### src/rtl/pc_flow_ctrl.sv
// pc_flow_ctrl: execute-stage control-flow controller.
// Owns the NZCV flags, merges ARM/RISC-V branch decisions into one PC
// redirect with matching flushes, sequences ARM non-branch R15 writes
// (fetch held until writeback delivers the new PC), and counts redirects.
//
// state  | meaning
// -------+-----------------------------------------------------------
// IDLE   | no R15 write in flight
// PEND_E | R15 writer sits in E, waiting for its condition result
// PEND_M | R15 writer passed its condition, now in M
// PEND_W | R15 writer in W, PC mux loads ResultW this cycle
module pc_flow_ctrl #(
  parameter int CNT_W = 16
) (
  input  logic             clk,
  input  logic             reset,
  input  logic             IsArmE,
  input  logic             BranchTakenE,
  input  logic             RVPCSrcE,
  input  logic             PCSrcD,
  input  logic             PCSrcE,
  input  logic             StallD,
  input  logic             StallE,
  input  logic             FlushE,
  input  logic [3:0]       FlagsNext,
  output logic [3:0]       FlagsE,
  output logic             RedirectE,
  output logic             FlushDBr,
  output logic             FlushEBr,
  output logic             StallFPc,
  output logic             PcWrPending,
  output logic [CNT_W-1:0] TakenCount
);

  typedef enum logic [1:0] {
    IDLE   = 2'd0,
    PEND_E = 2'd1,
    PEND_M = 2'd2,
    PEND_W = 2'd3
  } pc_state_t;

  pc_state_t state, state_nxt;
  logic      redirect_raw;
  logic      pending;

  // Pick the branch decision of whichever ISA owns the E-stage instruction.
  always_comb begin
    redirect_raw = IsArmE ? BranchTakenE : RVPCSrcE;
  end

  // Redirect and flush outputs are purely combinational so fetch reacts this cycle.
  always_comb begin
    pending     = (state != IDLE);
    RedirectE   = redirect_raw & ~StallE & ~FlushE;
    FlushEBr    = RedirectE;
    FlushDBr    = RedirectE | pending;
    StallFPc    = pending | (PCSrcD & ~RedirectE);
    PcWrPending = pending;
  end

  // R15-write FSM next state; a redirect in E suppresses a new R15 writer in D.
  always_comb begin
    state_nxt = state;
    unique case (state)
      IDLE: begin
        if (PCSrcD & ~StallD & ~RedirectE) state_nxt = PEND_E;
      end
      PEND_E: begin
        if (FlushE)      state_nxt = IDLE;
        else if (StallE) state_nxt = PEND_E;
        else if (PCSrcE) state_nxt = PEND_M;
        else             state_nxt = IDLE;
      end
      PEND_M:  state_nxt = PEND_W;
      PEND_W:  state_nxt = IDLE;
      default: state_nxt = IDLE;
    endcase
  end

  // FSM state register; reset mid-sequence drops any pending fetch hold.
  always_ff @(posedge clk) begin
    if (reset) state <= IDLE;
    else       state <= state_nxt;
  end

  // NZCV register, held while E is stalled.
  always_ff @(posedge clk) begin
    if (reset)        FlagsE <= 4'b0000;
    else if (!StallE) FlagsE <= FlagsNext;
  end

  // Wrapping count of taken redirects for performance monitoring.
  always_ff @(posedge clk) begin
    if (reset)          TakenCount <= '0;
    else if (RedirectE) TakenCount <= TakenCount + {{(CNT_W-1){1'b0}}, 1'b1};
  end

endmodule

### config.mk
export PLATFORM = sky130hd
export DESIGN_NAME = pc_flow_ctrl
export DESIGN_NICKNAME = d
export VERILOG_FILES = /design/src/rtl/pc_flow_ctrl.sv
export SDC_FILE = /design/constraint.sdc
export NUM_CORES = 1
export LEC_CHECK = 0
export ABC_AREA = 1
export ABC_CLOCK_PERIOD_IN_PS = 2029
export CORE_AREA = 2 2 54 56
export DETAILED_ROUTE_END_ITERATION = 8
export DIE_AREA = 0 0 56 58
export DONT_BUFFER_PORTS = 1
export GPL_ROUTABILITY_DRIVEN = 0
export SLEW_MARGIN = 20
export SYNTH_ARGS = -nofsm -noshare
export SYNTH_HDL_FRONTEND = slang
export SYNTH_SLANG_ARGS = --single-unit
### constraint.sdc
create_clock -name clk -period 2.03 [get_ports clk]
set_clock_uncertainty 0.05 [all_clocks]
set_input_delay 0.406 -clock clk [delete_from_list [all_inputs] [get_ports clk]]
set_output_delay 0.406 -clock clk [all_outputs]
set_load 0.1 [all_outputs]
Yosys cells after proc, flatten, opt, wreduce, memory -nomap -nowiden
Index checks and enable logic that the tools add are counted.
Widths: inputs -> output; s select.

storage, ports and cells
  logic and storage cells = 27
  bits of input ports = 14
  output and inout bits = 25
  register bits = 22

cells by class
  reduce and logical (&&, ||, !) cells = 2
  equality and inequality tests = 4
  mux-type cells = 6
  bitwise logic cells = 11
  add/sub/neg operators = 1

operators with widths
  kind                   count
  $add 16x1->16 const B  1
  $mux 2                 4
  $pmux 2 s4             1
  $and 1x1->1            5
  $eq 2x2->1 const B     2
  $not 1->1              4
  $eq 2x1->1 const B     1
  $logic_not 2->1        1
  $ne 2x2->1 const B     1
  $or 1x1->1             2
  $reduce_bool 2->1      1
  $mux 1                 1

Logic depth before layout (Yosys ltp)
Gate-level depths: netlist (run 1).

  depth in word-level cells = 7
  depth in mapped cells = 9
  depth with buffers taken out = 9

Least setup slack after synthesis (run 1)
OpenSTA, ideal clock, no wires.

  path kind = reg2reg
  start point = register TakenCount[1]
  end point = register TakenCount[14]
  path buffers = 0
  period minus slack after synthesis = 2.055 ns
  data arrival time = 1.895 ns
  data required time = 1.870 ns
  stages on the path, launching flop included = 9
  setup time = 0.110 ns
  setup slack = -0.025 ns
  path through = dfxtp_1 ha_1 nand2_1 inv_1 nand2_1 nor2_4 nand4_1 nand2_1 nor2_1

on the way
  cells in the longest elaborated chain, start to end = 1

ends and longest elaborated chain
  item                    RTL line  source
  start, declared         32        output logic [CNT_W-1:0] TakenCount
  start signal, assigned  95        else if (RedirectE) TakenCount <= TakenCount + {{(CNT_W-1){1'b0}}, 1'b1};
  $add 16x1->16           95

Every way passes these cells.
A chain may end at the register's enable or synchronous reset.

Worst setup path in the final report (run 1)
  start point = register state[0]
  end point = output port StallFPc

on the way
  cells in the longest elaborated chain, start to end = 2

ends and longest elaborated chain
  item                    RTL line  source
  start, declared         42        pc_state_t state, state_nxt;
  start signal, assigned  83        else state <= state_nxt;
  $reduce_bool 2->1       53        pending = (state != IDLE);
  $or 1x1->1              57        StallFPc = pending | (PCSrcD & ~RedirectE);
  end, declared           30        output logic StallFPc,

Every way passes these cells.

==> results.toml, run 1 <==
[logic_synthesis]
synthTopCellsByArea = "dfxtp_1 39%, nand2_1 15%, nor2_1 11%"
yosys_warnings = 0
avgSynthCellArea_um2 = 6.516
yosysMostFrequentCell = "nand2_1"
synthTopCellsByCount = "44 x nand2_1, 34 x nor2_1, 31 x inv_1"
syn_inst = 173
syn-cell-area_mm2 = 0.001127
yosysUniqueCellTypes = 21
synth_edf_count = 0
ys_seq_area_share_pct = 39.07
ys_seq_elements = 22
yosysTopAreaCellShare_pct = 39.07
ys.flop_type = "dfxtp_1"
async_flop_share_pct = 0
synth_top_area_cell = "dfxtp_1"
synth_fp_nets = 188

[global_route]
first_global_vias = 963
grt_usage_pct = 15.82
grt_max_degree = 18
grt_pass1_wl_mm = 4.112
antenna_found_initial = 0
use_met2_pct = 25.71
grtUsageMet3_pct = 2.679
grt_overflow = 0
use_met1_pct = 20.47
gr-max-usage-layer = "met2"

[placement]
dpl.hpwl_mm = 1.838
io_buffers = 0
dpl_cell_area_mm2 = 0.001343
dp_cells = 227
post-place-ws_ps = 443.3

[floorplanning]
ios = 39
die_h_um = 58
initial_utilization_pct = 42.34
dieWidth_um = 56
rows = 19
core_region_area_mm2 = 0.002663
die-area_mm2 = 0.003248

[clock_network]
cts_hold_buf = 0
clkTransAtPathRegs_ps = 130
htreeDepth = 1
cts_tree = "done"
clock_path_buffers = 2
numCtsBuffers = 3
cts_resized = 0
clockRootBuffer = "clkbuf_4"
tritoncts_num_sinks = 22
post_cts_buffers = 0
insertion_delay_ps = 320

[route]
drt_first_iter_violations = 27
wl_mm = 2.361
first_pass_iters = 4
drc_errors = 0
ant_nets = 0
vias_per_cell = 4.753
wl_per_cell_um = 10.22
vias = 1098

[worst_hold_path]
hold_class = "in -> reg"
min_path_cells = 1
min_from = "reset"
min_to = "TakenCount[9]"

[power_and_ir_drop]
power.density_mw_per_mm2 = 737.7
p_clk_share_pct = 33.1
swShare_pct = 33.18
p_sw_uw = 341.5
p_int_uw = 687.7
ir_drop_mv = 0.4992
p_seq_share_pct = 43.9
leakage_nw = 0.6374
power_frac_comb_pct = 23.0

[sta]
period_share_pct = 84.33
holdWs_ps = 85.81
finalSetupViolations = 0
period_minus_slack_ps = 1712
max_freq_mhz = 584.1
rsz0062_at_grt = "no"
fin_tns_setup_ps = 0
hold_viol = 0
worst_pin_slew_ps = 507.9
relSlewSlack_pct = 66.10
finalMaxSlewViolations = 0
worst_slack_ps = 318.1

[worst_setup_path]
crit_slowest_cell = "dfxtp_1"
rrSetupSlack_ps = 660
r2r-start = "TakenCount[0]"
cp_data_required_time_ps = 1570
crit_type = "reg -> out"
path_max_fanout = 5
worstPathArrival_ps = 1260
path_cells = "nor2_1 > nand2_1 > buf_4"
cp-start-kind = "flop"
rr_worst_depth = 9
timing.rr.end = "TakenCount[10]"
slowest_delay_ps = 350
critPathCaptureType = "output port"

[final_layout]
stdcell_count = 231
areaGrowthSynthToFinish_pct = 23.75
num-fill-cells = 278
final_cell_area_mm2 = 0.001395
antenna-diode-count = 0
finalNetCount = 216
drive_gt1_share_pct = 18.00

[outcome]
outcome = "complete, no violations"

[run]
cap_viol_max_count = 0
## worst max path at each step
stage	from	to	slack [ps]
2_1_floorplan	TakenCount[0]	TakenCount[14]	4
3_3_place_gp	StallE	FlushEBr	470
3_5_place_dp	BranchTakenE	StallFPc	440
4_1_cts	state[0]	FlushDBr	330
5_1_grt	state[0]	FlushDBr	290
6_report	state[0]	StallFPc	320
## routing by layer
layer | up-vias | part of all wire (%)
met2 | 31 | 45
met3 | 5 | 5.9
met4 | 0 | 1.6
met1 | 472 | 47
li1 | 590 | -
met5 | - | 0
## flip-flops by register name, summed over array words and instances, names as in the netlist, named ones only
| name | flops |
|---|---|
| FlagsE | 4 |
| TakenCount | 16 |
| state | 1 |
## cell usage in the layout, fill, tap and decap left out
cell type	n
o31ai_1	1
a21oi_1	6
a211oi_1	2
dfxtp_1	21
nand3b_1	2
o21ai_0	9
nor2_4	4
o21ai_1	1
dfxtp_2	1
o21bai_1	1
nand2_2	1
nand2_1	44
nand3_4	1
and3_1	1
nor3_1	3
nand4_1	2
buf_4	25
inv_1	31
bufinv_16	1
clkbuf_4	3
ha_1	1
nor2_1	34
nand3_1	5
## cell families (layout without fill, tap and decap cells)
logic type	after synthesis	in the layout	share of synthesized area, %
AOI/OAI and AO/OA	20	20	9.766
adders and majority gates	1	1	1.110
buffers and inverters	33	60	11.43
DFF	22	22	39.07
and+or+nand+nor	97	97	38.62
## stage by stage
| stage | total power [mW] | utilization (%) |
|---|---|---|
| finish | 1.029 | 52.40 |
| global route | 1.065 | 52.40 |
| detailed placement | 0.6982 | 50.42 |
| floorplan | 0.6596 | - |
| global placement | 0.6962 | 50.42 |
| CTS | 1.043 | 52.40 |
## worst max-delay path, delay by kind of cell (launching register included)
kind / cells / cell delay, ps
AND/OR/NAND/NOR: 2 / 360
flip-flops: 1 / 350
buffers and inverters: 1 / 240
## power groups by stage
stage	Sequential (mW)	Combinational, mW	Clock (mW)
4_1_cts	0.452	0.237	0.354
2_1_floorplan	0.519	0.141	0
5_1_grt	0.454	0.246	0.364
3_3_place_gp	0.461	0.235	0
6_report	0.452	0.236	0.341
3_5_place_dp	0.462	0.237	0
## layout make-up
type                       count  area [um^2]  share of cell area [%]
tap                           31        38.79                   2.780
clock inverter                 1        30.03                   2.152
timing repair buffer          25        187.7                   13.45
inverter                      31        116.4                   8.341
sequential                    22        441.7                   31.66
multi-input combinational    118        558.0                   40.00
clock buffer                   3        22.52                   1.614
No activity file was read; power rests on OpenSTA's default activity.
==> inputs of run 2 (changes only) <==
--- a/config.mk
+++ b/config.mk
@@ -6,7 +6,7 @@
 export NUM_CORES = 1
 export LEC_CHECK = 0
 export ABC_AREA = 1
-export ABC_CLOCK_PERIOD_IN_PS = 2029
+export ABC_CLOCK_PERIOD_IN_PS = 1740
 export CORE_AREA = 2 2 54 56
 export DETAILED_ROUTE_END_ITERATION = 8
 export DIE_AREA = 0 0 56 58
==> constraint.sdc (replaced) <==
create_clock -name clk -period 1.74 [get_ports clk]
set_clock_uncertainty 0.05 [all_clocks]
set_input_delay 0.348 -clock clk [delete_from_list [all_inputs] [get_ports clk]]
set_output_delay 0.348 -clock clk [all_outputs]
set_load 0.1 [all_outputs]
==> results.toml, run 2 (synthesis gave the netlist of run 1 again) <==
[route]
ant_nets = 0
first_pass_iters = 4
vias_per_cell = 4.755
vias = 1089
drt_first_iter_violations = 23
drc_errors = 0
wl_mm = 2.406
wl_per_cell_um = 10.51

[sta]
period_share_pct = 95.13
relSlewSlack_pct = 67.01
hold_viol = 0
max_freq_mhz = 604.1
period_minus_slack_ps = 1655
finalMaxSlewViolations = 0
worst_pin_slew_ps = 494.3
finalSetupViolations = 0
holdWs_ps = 30.35
worst_slack_ps = 84.74
fin_tns_setup_ps = 0
rsz0062_at_grt = "no"

[run]
cap_viol_max_count = 0

[global_route]
antenna_found_initial = 0
grt_usage_pct = 15.90
first_global_vias = 1003
grt_overflow = 0
grt_pass1_wl_mm = 4.146
use_met2_pct = 27.73
gr-max-usage-layer = "met2"
grt_max_degree = 18
grtUsageMet3_pct = 2.679
use_met1_pct = 19.33

[final_layout]
seqCellArea_um2 = 455.4
largest_reg_flops = 16
final_cell_mix = "41 x nand2_1, 33 x nor2_1, 31 x inv_1"
top_register = "TakenCount"
final_common_cell = "nand2_1"
num-fill-cells = 277
finalNetCount = 214
multiInputGateArea_um2 = 573.1
stdcell_count = 229
areaGrowthSynthToFinish_pct = 27.19
antenna-diode-count = 0
drive_gt1_share_pct = 24.75
reg.largest.list = "TakenCount: 16 flops, FlagsE: 4 flops, state: 1 flops"

[clock_network]
clock_path_buffers = 2
insertion_delay_ps = 310
numCtsBuffers = 3
clockRootBuffer = "clkbuf_4"
post_cts_buffers = 0
htreeDepth = 1
cts_hold_buf = 0
tritoncts_num_sinks = 22
clkTransAtPathRegs_ps = 130
cts_tree = "done"

[floorplanning]
initial_utilization_pct = 42.34
rows = 19
dieWidth_um = 56
core_region_area_mm2 = 0.002663
ios = 39
die_h_um = 58
die-area_mm2 = 0.003248

[placement]
io_buffers = 0
post-place-ws_ps = 201.6
dpl.hpwl_mm = 1.888
dp_cells = 225

[outcome]
outcome = "complete, no violations"

[worst_setup_path]
cp_data_required_time_ps = 1340
path_max_fanout = 5
crit_type = "reg -> out"
worstPathArrival_ps = 1260
cp-start-kind = "flop"
critPathCaptureType = "output port"

[worst_hold_path]
hold_class = "in -> reg"

[power_and_ir_drop]
leakage_nw = 0.6443
ir_drop_mv = 0.5465
total_power_mw = 1.223
power.density_mw_per_mm2 = 852.8
==> run 2: cell types whose count changed in the layout (fill, tap and decap cells not counted) <==
cell     previous run  this run
buf_12              0         2
buf_4              25        21
dfxtp_1            21        10
dfxtp_2             1        12
nand2_1            44        41
nand2_2             1         3
nand2_4             0         1
nor2_1             34        33
nor2_2              0         1
==> run 2: through the flow <==
step / instance area [um^2] / util, %
after global placement: 1374 / 51.60
after CTS: 1426 / 53.57
after global routing: 1434 / 53.85
after floorplan: 1162 / -
after detailed placement: 1374 / 51.60
final: 1434 / 53.85
==> run 2: area by class of cell <==
type | count | share of cell area, %
inverters | 31 | 8.115
well taps | 31 | 2.705
flip-flops and latches | 22 | 31.76
multi-input cells | 118 | 39.96
repair buffers | 23 | 13.79
clock inverters | 1 | 2.094
clock buffers | 3 | 1.571
==> run 2: report_power, final <==
part	internal, mW	switching, mW	total, mW
clock network	0.233	0.169	0.401
registers	0.518	0.0106	0.529
logic	0.0628	0.230	0.292
total	0.814	0.409	1.22
==> run 2: worst paths after layout <==
kind                          to  slack [ps]  cells after the start          start
setup reg to reg  TakenCount[10]         430                      9  TakenCount[0]
hold reg to reg    TakenCount[8]         430                      2  TakenCount[8]
setup / recovery        FlushDBr          80                      3       state[0]
hold / removal     TakenCount[9]          30                      1          reset
==> run 2: worst max-delay path, stage by stage, from the launching register on <==
cell,delay (ps)
dfxtp_1,360
nor2_2,250
nand2_1,140
buf_12,190
==> run 2: per-layer routing <==
layer | vias to the layer above | share of wire (%)
met3 | 5 | 5.0
met5 | - | 0
met2 | 26 | 45
met1 | 478 | 49
li1 | 580 | -
met4 | 0 | 1.7
==> run 2: what timing repair did <==
action,4_1_cts,5_1_grt
resized for setup,0,2
setup endpoints to repair,1,2
hold endpoints to repair,0,0
